[src/rtl/fork_join_sync.sv]
// Fork/join synchroniser: one start launches up to N countdown channels and reports per-channel, join and all-done events.
// Outputs are registered; starts arriving while a run is in progress are dropped and flagged on overrun_o.
module fork_join_sync #(
  parameter int N  = 3,
  parameter int DW = 8,
  localparam int FW = (N > 1) ? $clog2(N) : 1,
  localparam int CW = $clog2(N + 1)
) (
  input  logic          clk,
  input  logic          rst_n,
  input  logic          start_i,
  input  logic [1:0]    mode_i,
  input  logic [N-1:0]  ch_en_i,
  input  logic [N*DW-1:0] delay_i,
  input  logic          abort_i,
  output logic          busy_o,
  output logic [N-1:0]  ch_active_o,
  output logic [N-1:0]  ch_done_o,
  output logic          join_o,
  output logic [FW-1:0] first_id_o,
  output logic          all_done_o,
  output logic [CW-1:0] done_cnt_o,
  output logic          overrun_o
);

  typedef enum logic [0:0] {S_IDLE = 1'b0, S_RUN = 1'b1} state_t;

  localparam logic [1:0] M_ALL  = 2'd0;
  localparam logic [1:0] M_ANY  = 2'd1;
  localparam logic [1:0] M_NONE = 2'd2;

  state_t        r_state, w_state;
  logic [1:0]    r_mode, w_mode;
  logic [DW-1:0] r_cnt [N];
  logic [DW-1:0] w_cnt [N];
  logic [N-1:0]  r_active, w_active;
  logic [N-1:0]  r_done, w_done;
  logic          r_join, w_join;
  logic [FW-1:0] r_first_id, w_first_id;
  logic          r_all_done, w_all_done;
  logic [CW-1:0] r_done_cnt, w_done_cnt;
  logic          r_overrun, w_overrun;
  logic          r_first_edge, w_first_edge;
  logic          r_any_done, w_any_done;
  logic          r_empty_pend, w_empty_pend;

  logic [N-1:0]  w_fin;
  logic [CW-1:0] w_fin_cnt;
  logic [FW-1:0] w_lowest;

  always_comb begin
    w_state      = r_state;
    w_mode       = r_mode;
    w_cnt        = r_cnt;
    w_active     = r_active;
    w_done       = '0;
    w_join       = 1'b0;
    w_first_id   = r_first_id;
    w_all_done   = 1'b0;
    w_done_cnt   = r_done_cnt;
    w_overrun    = 1'b0;
    w_first_edge = 1'b0;
    w_any_done   = r_any_done;
    w_empty_pend = 1'b0;
    w_fin        = '0;
    w_fin_cnt    = '0;
    w_lowest     = '0;

    // An empty fork completes one cycle after its start.
    if (r_empty_pend) begin
      w_join     = 1'b1;
      w_all_done = 1'b1;
    end

    case (r_state)
      S_IDLE: begin
        if (start_i && !abort_i) begin
          w_done_cnt = '0;
          w_first_id = '0;
          if (ch_en_i != '0) begin
            w_state      = S_RUN;
            w_mode       = (mode_i == 2'd3) ? M_ALL : mode_i;
            w_active     = ch_en_i;
            w_first_edge = 1'b1;
            w_any_done   = 1'b0;
            for (int i = 0; i < N; i++) begin
              w_cnt[i] = ch_en_i[i] ? delay_i[i*DW +: DW] : '0;
            end
          end else begin
            w_empty_pend = 1'b1;
          end
        end
      end

      S_RUN: begin
        w_overrun = start_i;
        if (abort_i) begin
          w_state  = S_IDLE;
          w_active = '0;
          for (int i = 0; i < N; i++) begin
            w_cnt[i] = '0;
          end
        end else begin
          for (int i = 0; i < N; i++) begin
            if (r_active[i]) begin
              if (r_cnt[i] == '0) begin
                w_fin[i] = 1'b1;
              end else begin
                w_cnt[i] = r_cnt[i] - DW'(1);
              end
            end
            w_fin_cnt = w_fin_cnt + CW'(w_fin[i]);
          end
          for (int i = N - 1; i >= 0; i--) begin
            if (w_fin[i]) begin
              w_lowest = FW'(i);
            end
          end

          w_done     = w_fin;
          w_active   = r_active & ~w_fin;
          w_done_cnt = r_done_cnt + w_fin_cnt;

          // Ties on the first completion resolve to the lowest index.
          if ((w_fin != '0) && !r_any_done) begin
            w_any_done = 1'b1;
            w_first_id = w_lowest;
            if (r_mode == M_ANY) begin
              w_join = 1'b1;
            end
          end

          if (r_first_edge && (r_mode == M_NONE)) begin
            w_join = 1'b1;
          end

          if (w_active == '0) begin
            w_state    = S_IDLE;
            w_all_done = 1'b1;
            if (r_mode == M_ALL) begin
              w_join = 1'b1;
            end
          end
        end
      end

      default: begin
        w_state = S_IDLE;
      end
    endcase
  end

  always_ff @(posedge clk or negedge rst_n) begin
    if (!rst_n) begin
      r_state      <= S_IDLE;
      r_mode       <= M_ALL;
      r_active     <= '0;
      r_done       <= '0;
      r_join       <= 1'b0;
      r_first_id   <= '0;
      r_all_done   <= 1'b0;
      r_done_cnt   <= '0;
      r_overrun    <= 1'b0;
      r_first_edge <= 1'b0;
      r_any_done   <= 1'b0;
      r_empty_pend <= 1'b0;
      for (int i = 0; i < N; i++) begin
        r_cnt[i] <= '0;
      end
    end else begin
      r_state      <= w_state;
      r_mode       <= w_mode;
      r_cnt        <= w_cnt;
      r_active     <= w_active;
      r_done       <= w_done;
      r_join       <= w_join;
      r_first_id   <= w_first_id;
      r_all_done   <= w_all_done;
      r_done_cnt   <= w_done_cnt;
      r_overrun    <= w_overrun;
      r_first_edge <= w_first_edge;
      r_any_done   <= w_any_done;
      r_empty_pend <= w_empty_pend;
    end
  end

  assign busy_o      = (r_state == S_RUN);
  assign ch_active_o = r_active;
  assign ch_done_o   = r_done;
  assign join_o      = r_join;
  assign first_id_o  = r_first_id;
  assign all_done_o  = r_all_done;
  assign done_cnt_o  = r_done_cnt;
  assign overrun_o   = r_overrun;

endmodule

[config.mk]
export PLATFORM = sky130hd
export DESIGN_NAME = fork_join_sync
export DESIGN_NICKNAME = d
export VERILOG_FILES = /design/src/rtl/fork_join_sync.sv
export SDC_FILE = /design/constraint.sdc
export NUM_CORES = 1
export LEC_CHECK = 0
export BUFFER_PORTS_ARGS = -buffer_cell sky130_fd_sc_hd__buf_2
export CORE_MARGIN = 3
export CORE_UTILIZATION = 45
export DETAILED_ROUTE_END_ITERATION = 8
export PLACE_DENSITY = 0.72
export SLEW_MARGIN = 10
export SYNTH_ARGS = -nofsm -noshare
export SYNTH_HDL_FRONTEND = slang
export SYNTH_SLANG_ARGS = --single-unit
export TNS_END_PERCENT = 20
[constraint.sdc]
create_clock -name clk -period 3.8 [get_ports clk]
set_input_delay 0.76 -clock clk [delete_from_list [all_inputs] [get_ports clk]]
set_output_delay 0.76 -clock clk [all_outputs]
set_load 0.01 [all_outputs]
==> results_dict.tcl, run 1 <==
set metrics [dict create \
    cp_max_fo 6 \
    path_clk_slew_ps 80 \
    routedWlPerCell_um 16.0 \
    cpMaxStageDelayCell "fa_1" \
    skew_ps 7.60 \
    grtUsageTotal_pct 19.9 \
    cts-root-buf "clkbuf_8" \
    synth_seq_cells 43 \
    wl_mm 6.11 \
    critPathKind "flop to flop" \
    critPathLaunchType "flop" \
    synth-seq-area-share_pct 43.3 \
    synth_flop_cell "dfrtp_1" \
    io_pins 47 \
    path_cells "nor4_1, nand4_1, fa_1, inv_1, ha_1, xor2_1, nor3_1, a21o_1, a22o_1" \
    ys_top_cells_by_area "dfrtp_1 (43%), nor2_1 (4.5%), o21ai_0 (4.2%), a32o_1 (3.6%), ha_1 (3.5%)" \
    clock_sinks 43 \
    chipWidth_um 80.3 \
    synth_common_cells "dfrtp_1 (43), nor2_1 (30), nand2_1 (22)" \
    fin_crit_ps 2870 \
    grt_pass1_vias 2107 \
    yosysMostFrequentCell "dfrtp_1" \
    crit_start "r_cnt[11]" \
    rsz0062_at_grt "no" \
    first_pass_iters 4 \
    worstHoldStart "r_empty_pend" \
    nets 352 \
    setup_viol 0 \
    dieHeight_um 80.3 \
    syn_to_final_growth_pct 14.3 \
    cts-htree-levels 2 \
    postCtsHoldBufs 0 \
    clk_path_buf_depth 2 \
    num_vias 2200 \
    antenna_found_initial 0 \
    outcome "completed" \
    maxSlewHeadroom_pct 36.4 \
    pwr_density_cell_nw_per_um2 692 \
    initial_utilization_pct 47.7 \
    hold_class "flop to flop" \
    maxSlewViolCount 0 \
    yosys.area.top_type "dfrtp_1" \
    ant_nets 0 \
    crit_family "simple AND/OR/NAND/NOR gates" \
    avgSynthCellArea_um2 9.23 \
    cp.arrival_ps 3070 \
    tns_ps 0 \
    synth_top_area_share_pct 43.3 \
    place.detailed.hpwl_mm 4.24 \
    cp_num_buf_inv 1 \
    antenna_cells 0 \
    cts_setup_buffers 0 \
    worst_pin_slew_ps 954 \
    cts_made_buffers 5 \
    grt_pass1_wl_mm 10.1 \
    die-area_um2 6440 \
    synth_edf_count 0 \
    drive_gt1_share_pct 22.1 \
    async_reset_ff_share_pct 100 \
    syn_nets 310 \
    cts_resized 0 \
    synthesis.instances 269 \
    period_share_pct 75.5 \
    syn_area_um2 2480 \
    r2r-start "r_cnt[11]" \
    slowest_delay_ps 590 \
    leakagePower_uw 0.00131 \
    initialDrtViolationCount 184 \
    hold_viol_final 0 \
    drcViolationCount 0 \
    gp_congestion 0.866 \
    ir_drop_mv 0.309 \
    insertion_delay_ps 300 \
    viasPerCell 5.76 \
    ys_warn_count 0 \
    rows 26 \
    max_cap_viol_count 0 \
    coreArea_um2 5200 \
    port-buffer-count 46 \
    end_kind "flop" \
    whs_ps 481 \
    grt_overflow 0 \
    max_clock_freq_ghz 0.348 \
    grt_start_max_net_pins 44 \
    cts_tree "yes" \
    cp.required_ps 4000 \
    yosysUniqueCellTypes 49 \
]
logic make-up (layout without fill, tap and decap cells):
kind of cell | count (synthesis) | after routing | synth area share, %
compound gates | 97 | 97 | 27.9
simple gates | 92 | 92 | 17.9
buf+inv | 28 | 71 | 6.15
flops | 43 | 43 | 43.3
xor+xnor | 1 | 1 | 0.353
fa+ha+maj | 8 | 8 | 4.33
final timing paths:
| path | endpoint | slack [ps] | cells past startpoint |
|---|---|---|---|
| setup / recovery | done_cnt_o[1] | 930 | 9 |
| hold / removal | all_done_o | 480 | 1 |
| setup reg to reg | done_cnt_o[1] | 930 | 9 |
| hold reg to reg | all_done_o | 480 | 1 |
| max in group asynchronous | r_cnt[14] | 2600 | 1 |
| min in group asynchronous | r_mode[0] | 590 | 1 |
where the power goes:
| part | leakage (uW) | switching, uW | internal [uW] |
|---|---|---|---|
| logic | 0.000681 | 492 | 326 |
| clock network | 0.0000612 | 158 | 213 |
| registers | 0.000563 | 176 | 599 |
| total | 0.00131 | 826 | 1140 |
stage by stage:
stage	setup WS [ps]	utilization [%]	area, um2	instances	total power (uW)
2_1_floorplan	1240	-	2480	269	1370
3_3_place_gp	1050	52.2	2720	374	1570
3_5_place_dp	939	52.2	2720	374	1590
4_1_cts	933	54.5	2840	382	1960
5_1_grt	641	54.5	2840	382	2120
6_report	930	54.5	2840	382	1960
layer usage:
metal	routed length (um)	part of all wire (%)	up-vias	GRT usage [%]
li1	-	-	1083	-
met3	337	5.5	11	3.36
met2	2820	46	60	31.9
met1	2850	47	1046	27.7
met4	95	1.6	0	5.91
met5	0	0	-	0
worst reg2reg max path, cell delays in order, from the launching register on:
cell and delay [ps]:
dfrtp_1 430, nor4_1 570, nand4_1 370, fa_1 590, inv_1 50, ha_1 200, xor2_1 170, nor3_1 60
a21o_1 150, a22o_1 170
flip-flops by register name, indices dropped and copies added, names as in the netlist:
signal	flops
r_cnt	24
ch_active_o	3
ch_done_o	3
done_cnt_o	2
first_id_o	2
r_mode	2
all_done_o	1
busy_o	1
join_o	1
overrun_o	1
r_any_done	1
r_empty_pend	1
r_first_edge	1
cell type report:
class | instances | area, um2
Fill cell | 514 | 2370
Tap cell | 70 | 87.6
Multi-Input combinational cell | 198 | 1250
Sequential cell | 43 | 1080
Timing Repair Buffer | 48 | 245
Clock inverter | 2 | 35.0
Inverter | 15 | 56.3
Clock buffer | 6 | 82.6
layout by cell type (no fill, tap or decap), types with 3 or more instances in the layout:
cell / netlist / final
a31o_2: 3 / 3
o22ai_1: 7 / 7
nor2b_1: 6 / 6
nand2b_1: 3 / 3
a21oi_1: 14 / 14
nand3_1: 4 / 4
inv_1: 15 / 15
a22oi_1: 4 / 4
o21ai_0: 21 / 21
nor2_1: 30 / 30
ha_1: 7 / 7
a31oi_1: 13 / 13
nor3_1: 8 / 8
dfrtp_1: 43 / 43
a22o_1: 5 / 5
a32o_1: 9 / 9
clkbuf_8: 3 / 6
nand2_1: 22 / 22
a211oi_1: 3 / 3
buf_2: 2 / 46
a32oi_1: 5 / 5
nor4_1: 8 / 8
Note: power is estimated with default switching activity, not from simulation.
==> run 2: changes to the inputs <==
--- a/config.mk
+++ b/config.mk
@@ -5,6 +5,7 @@
 export SDC_FILE = /design/constraint.sdc
 export NUM_CORES = 1
 export LEC_CHECK = 0
+export ABC_AREA = 1
 export BUFFER_PORTS_ARGS = -buffer_cell sky130_fd_sc_hd__buf_2
 export CORE_MARGIN = 3
 export CORE_UTILIZATION = 45
==> constraint.sdc (replaced) <==
create_clock -name clk -period 2.9 [get_ports clk]
set_input_delay 0.58 -clock clk [delete_from_list [all_inputs] [get_ports clk]]
set_output_delay 0.58 -clock clk [all_outputs]
set_load 0.01 [all_outputs]
==> run 2 against run 1 <==
Against the previous run: count of clock-buffer cells in the layout decreased by 1; synthesized cell count increased by 37%; design area increased by 5.6%; synthesized area increased by 5.6%; critical path depth increased by 2; first-iteration DRC count decreased by 30%; non-clock buffer count decreased by 2; largest cell class unchanged.
==> results_dict.tcl, run 2 <==
set metrics [dict create \
    period_share_pct 75.7 \
    syn_area_um2 2620 \
    cp.required_ps 3120 \
    r2r_cells 11 \
    cp_max_fo 5 \
    place_area_um2 2880 \
    place.detailed.hpwl_mm 4.19 \
    hold_viol_final 0 \
    chipWidth_um 82.3 \
    worst_pin_slew_ps 995 \
    synthMuxAreaShare_pct 0 \
    synth-compound-area-share_pct 12.5 \
    nets 456 \
    cts_resized 0 \
    initial_utilization_pct 47.0 \
    skew_ps 11.7 \
    cts_setup_buffers 0 \
    synth_top_family_by_area "simple AND/OR/NAND/NOR gates" \
    coreArea_um2 5570 \
    yosysMostFrequentCell "nand2_1" \
    synthesis.instances 369 \
    wl_mm 5.78 \
    max_cap_viol_count 0 \
    cts-root-buf "clkbuf_8" \
    antenna_cells 0 \
    synth-seq-area-share_pct 41.0 \
    routedWlPerCell_um 11.9 \
    num_vias 2369 \
    maxSlewViolCount 0 \
    cts_made_buffers 5 \
    syn_to_final_growth_pct 14.3 \
    dpl_worst_slack_ps 727 \
    ys_top_cells_by_area "dfrtp_1 (41%), nand2_1 (18%), o21ai_0 (7.4%), inv_1 (6.2%), nand3_1 (6.1%)" \
    final_cell_mix "nand2_1 (126), buf_2 (46), inv_1 (43), dfrtp_1 (43), nor2_1 (40)" \
    grtUsageTotal_pct 18.7 \
    critPathKind "flop to flop" \
    clk_path_buf_depth 2 \
    synth_top_area_share_pct 41.0 \
    antenna_found_initial 0 \
    initialDrtViolationCount 128 \
    first_pass_iters 4 \
    port-buffer-count 46 \
    synthXorXnorAreaFrac_pct 1.00 \
    largest-register "r_cnt" \
    synth_fa_ha_area_share_pct 4.10 \
    dieHeight_um 82.3 \
    r2r-start "r_cnt[8]" \
    synth-simple-area-share_pct 32.4 \
    io_pins 47 \
    pwr_density_cell_nw_per_um2 964 \
    setup_viol 0 \
    yosys.area.top_type "dfrtp_1" \
    largest_reg_flops 24 \
    cts-htree-levels 2 \
    syn_nets 410 \
    ant_nets 0 \
    fin_crit_ps 2200 \
    tns_ps 0 \
    cts_tree "yes" \
    finalWorstSetupSlack_ps 704 \
    yosysUniqueCellTypes 27 \
    drive_gt1_share_pct 16.1 \
    outcome "completed" \
    synth_seq_cells 43 \
    r2r_setup_slack_ps 700 \
    synth_common_cells "nand2_1 (126), dfrtp_1 (43), inv_1 (43)" \
    avgSynthCellArea_um2 7.11 \
    end_kind "flop" \
    maxSlewHeadroom_pct 33.7 \
    rows 27 \
    path_clk_slew_ps 90 \
    ys_warn_count 0 \
    reg2reg_to "done_cnt_o[1]" \
    clock_sinks 43 \
    grt_overflow 0 \
    ir_drop_mv 0.410 \
    hold_class "input pin to asynchronous set/reset pin" \
    insertion_delay_ps 300 \
    postCtsHoldBufs 0 \
    cp.arrival_ps 2410 \
    grt_start_max_net_pins 44 \
    viasPerCell 4.85 \
    design_area_um2 3000 \
    max_clock_freq_ghz 0.455 \
    multi_input_area_um2 1310 \
    grt_pass1_vias 2121 \
    nFillCells 545 \
    critPathLaunchType "flop" \
    rsz0062_at_grt "no" \
    leakagePower_uw 0.00162 \
    async_reset_ff_share_pct 100 \
    register_area_um2 1080 \
    grt_pass1_wl_mm 9.69 \
    synth_edf_count 0 \
    die-area_um2 6780 \
    final_common_cell "nand2_1" \
    drcViolationCount 0 \
    gp_congestion 0.838 \
    synth_flop_cell "dfrtp_1" \
]
## run 2: cell types whose count changed after synthesis, sizes merged, moves of 8 or more
cell / previous run / this run
nor4: 8 / 0
nand2: 23 / 128
nand3: 4 / 32
inv: 15 / 46
a31oi: 13 / 1
clkbuf: 8 / 0
nor2: 30 / 42
o21ai: 22 / 46
a32o: 9 / 0
## run 2: final cells by class
class	instances	share of cell area, %
multi-input cells	273	43.7
clock buffers	5	2.30
repair buffers	46	7.68
flip-flops and latches	43	35.9
well taps	72	3.01
inverters	46	5.93
clock inverters	3	1.46
## run 2: power breakdown
part	total [uW]	switching (uW)	leakage (uW)	internal, uW
Combinational	1460	974	0.00100	491
Clock	479	222	0.0000581	257
Sequential	944	144	0.000564	800
## run 2: logic make-up after synthesis
group | after synthesis
AO/OA/AOI/OAI | 57
XOR/XNOR | 3
flip-flops | 43
adder cells (fa/ha/maj) | 8
AND/OR/NAND/NOR | 205
buffers and inverters | 53
## run 2: per-stage QoR
step	utilization (%)	hold WS, ps	instances	total power, uW
2_1_floorplan	-	284	369	2120
3_3_place_gp	51.7	452	480	2380
3_5_place_dp	51.7	450	480	2420
4_1_cts	53.8	466	488	2910
5_1_grt	53.8	481	488	3200
6_report	53.8	436	488	2890
## run 2: worst max-delay path: stages (launching register included)
cell and delay (ps):
dfrtp_1 380, inv_1 130, ha_1 160, inv_1 40
nor2_1 130, nand3_1 210, fa_1 550, inv_1 40
ha_1 190, inv_1 70, nor2_1 50, o21ai_0 180
## run 2: how the worst max path moves through the flow
| stage | from | endpoint | slack (ps) | cells after the start |
|---|---|---|---|---|
| floorplan | r_cnt[8] | done_cnt_o[1] | 900 | 12 |
| global placement | r_cnt[8] | done_cnt_o[1] | 800 | 12 |
| detailed placement | r_cnt[8] | done_cnt_o[1] | 730 | 12 |
| CTS | r_cnt[8] | done_cnt_o[1] | 700 | 11 |
| global route | r_cnt[8] | done_cnt_o[1] | 500 | 11 |
| finish | r_cnt[8] | done_cnt_o[1] | 700 | 11 |
## run 2: routing by layer
| metal | vias to the layer above | GRT usage, % | part of all wire (%) |
|---|---|---|---|
| li1 | 1247 | - | - |
| met1 | 1068 | 25.3 | 48 |
| met2 | 49 | 30.3 | 45 |
| met3 | 5 | 3.47 | 5.3 |
| met4 | 0 | 5.81 | 1.2 |
| met5 | - | 0 | 0 |
==> run 3: changes to the inputs <==
--- a/config.mk
+++ b/config.mk
@@ -10,7 +10,7 @@
 export CORE_MARGIN = 3
 export CORE_UTILIZATION = 45
 export DETAILED_ROUTE_END_ITERATION = 8
-export PLACE_DENSITY = 0.72
+export PLACE_DENSITY = 0.74
 export SLEW_MARGIN = 10
 export SYNTH_ARGS = -nofsm -noshare
 export SYNTH_HDL_FRONTEND = slang
==> constraint.sdc (replaced) <==
create_clock -name clk -period 1.9 [get_ports clk]
set_input_delay 0.38 -clock clk [delete_from_list [all_inputs] [get_ports clk]]
set_output_delay 0.38 -clock clk [all_outputs]
set_load 0.01 [all_outputs]
==> run 3 against run 2 <==
Against the previous run: wire length up 4.8%; clock power up 27%; total power up 66%; sequential share of layout area down 3.1 points; count of clock-buffer cells in the layout unchanged; core utilization up 5.2 points; via count up 8.3%; fmax up 17%; clock skew down 3.6 ps; flip-flop and latch count unchanged; first-iteration DRC count down 9.4%.
==> results_dict.tcl, run 3 (same netlist as run 2, synthesis figures left out) <==
set metrics [dict create \
    slowest_delay_ps 520 \
    drive_gt1_share_pct 26.2 \
    nFillCells 547 \
    cpMostUsedCell "inv_2" \
    place.detailed.hpwl_mm 4.55 \
    final_cell_mix "nand2_1 (123), buf_2 (46), dfrtp_1 (43)" \
    cts_made_buffers 5 \
    syn_to_final_growth_pct 25.2 \
    cp_num_buf_inv 3 \
    leakagePower_uw 0.00176 \
    grtUsageTotal_pct 18.8 \
    whs_ps 48.9 \
    routedWlPerCell_um 11.7 \
    coreArea_um2 5570 \
    dpl_worst_slack_ps -43.7 \
    p_comb_share_pct 57.7 \
    die-area_um2 6780 \
    antenna_found_initial 0 \
    maxSlewViolCount 0 \
    rsz0062_at_grt "yes" \
    initial_utilization_pct 47.0 \
    finalWorstSetupSlack_ps 27.4 \
    postCtsHoldBufs 0 \
    insertion_delay_ps 300 \
    io_pins 47 \
    num_vias 2566 \
    drcViolationCount 0 \
    rows 27 \
    clock_sinks 43 \
    clkPwrFrac_pct 12.7 \
    cpMaxStageDelayCell "fa_1" \
    path_clk_slew_ps 90 \
    cts-root-buf "clkbuf_8" \
    setup_viol 0 \
    ir_drop_mv 0.734 \
    outcome "completed" \
    pwr_density_cell_nw_per_um2 1460 \
    viasPerCell 4.95 \
    grt_pass1_vias 2314 \
    period_share_pct 98.6 \
    end_kind "flop" \
    cp.required_ps 2090 \
    tns_ps 0 \
    cts-htree-levels 2 \
    largest-register "r_cnt" \
    fin_crit_ps 1870 \
    initialDrtViolationCount 116 \
    fin_cells 518 \
    hold_class "input pin to asynchronous set/reset pin" \
    grt_start_max_net_pins 24 \
    first_pass_iters 4 \
    power_uw 4780 \
    largest_reg_flops 24 \
    wl_mm 6.06 \
    hold_viol_final 0 \
    worst_pin_slew_ps 536 \
    max_clock_freq_ghz 0.534 \
    ant_nets 0 \
    crit_family "adder cells" \
    critPathKind "flop to flop" \
    nets 486 \
    dieHeight_um 82.3 \
    chipWidth_um 82.3 \
    grt_pass1_wl_mm 10.0 \
    path_cells "inv_2, ha_4, inv_2, nor2_4, nand3_2, fa_1, inv_1, ha_2, nand2_1, o31ai_1" \
    power_frac_seq_pct 29.6 \
    skew_ps 8.11 \
    antenna_cells 0 \
    p_int_uw 2560 \
    maxSlewHeadroom_pct 64.3 \
    critPathLaunchType "flop" \
    cts_tree "yes" \
    clk_path_buf_depth 2 \
    placed_cells 503 \
    final_common_cell "nand2_1" \
    cp.arrival_ps 2060 \
    max_cap_viol_count 0 \
    port-buffer-count 46 \
    grt_overflow 0 \
    p_sw_uw 2230 \
    gp_congestion 0.824 \
    cp_max_fo 2 \
    swShare_pct 46.5 \
]
[run 3: cell types whose count changed in the layout (fill, tap and decap cells not counted), sizes merged]
| cell | before | now |
|---|---|---|
| buf | 46 | 76 |
| clkinv | 2 | 0 |
| clkinvlp | 0 | 2 |
| bufinv | 1 | 0 |
| inv | 46 | 47 |
[run 3: cell type report]
| cell class | instances | area (um2) | share of cell area [%] |
|---|---|---|---|
| Multi-Input combinational cell | 273 | 1380 | 42.0 |
| Sequential cell | 43 | 1080 | 32.8 |
| Timing Repair Buffer | 76 | 468 | 14.2 |
| Inverter | 46 | 178 | 5.41 |
| Tap cell | 72 | 90.1 | 2.74 |
| Clock buffer | 5 | 68.8 | 2.10 |
| Clock inverter | 3 | 23.8 | 0.724 |
[run 3: per-layer routing]
metal  global-route usage [%]  vias up  part of all wire [%]
li1                         -     1317                     -
met1                     23.1     1187                    45
met2                     33.6       56                    50
met3                     4.23        6                   4.2
met4                     3.99        0                  0.82
met5                        0        -                     0
[run 3: repair_timing]
action	CTS	global route
buffers inserted	6	1
setup endpoints to repair	2	4
resized for setup	8	10
pin swaps	4	5
[run 3: worst paths after layout]
check	startpoint	endpoint	slack (ps)	cells past startpoint
setup / recovery	r_cnt[9]	done_cnt_o[0]	30	10
hold / removal	rst_n	r_cnt[4]	50	1
setup reg to reg	r_cnt[9]	done_cnt_o[0]	30	10
hold reg to reg	r_empty_pend	all_done_o	470	2
max in group asynchronous	rst_n	r_cnt[14]	1350	2
min in group clk	start_i	overrun_o	300	3
[run 3: power by group through the flow]
stage	clock (uW)	combinational, uW	sequential (uW)
after floorplan	0	1840	1440
after CTS	629	2690	1410
after detailed placement	0	2570	1430
after global routing	674	3130	1450
after global placement	0	2490	1410
final	609	2760	1410
[run 3: metrics by stage]
step	area [um2]	util (%)
final	3280	58.9
after global routing	3280	58.9
after CTS	3250	58.3
after detailed placement	3090	55.4
after global placement	3090	55.4
after floorplan	2640	-
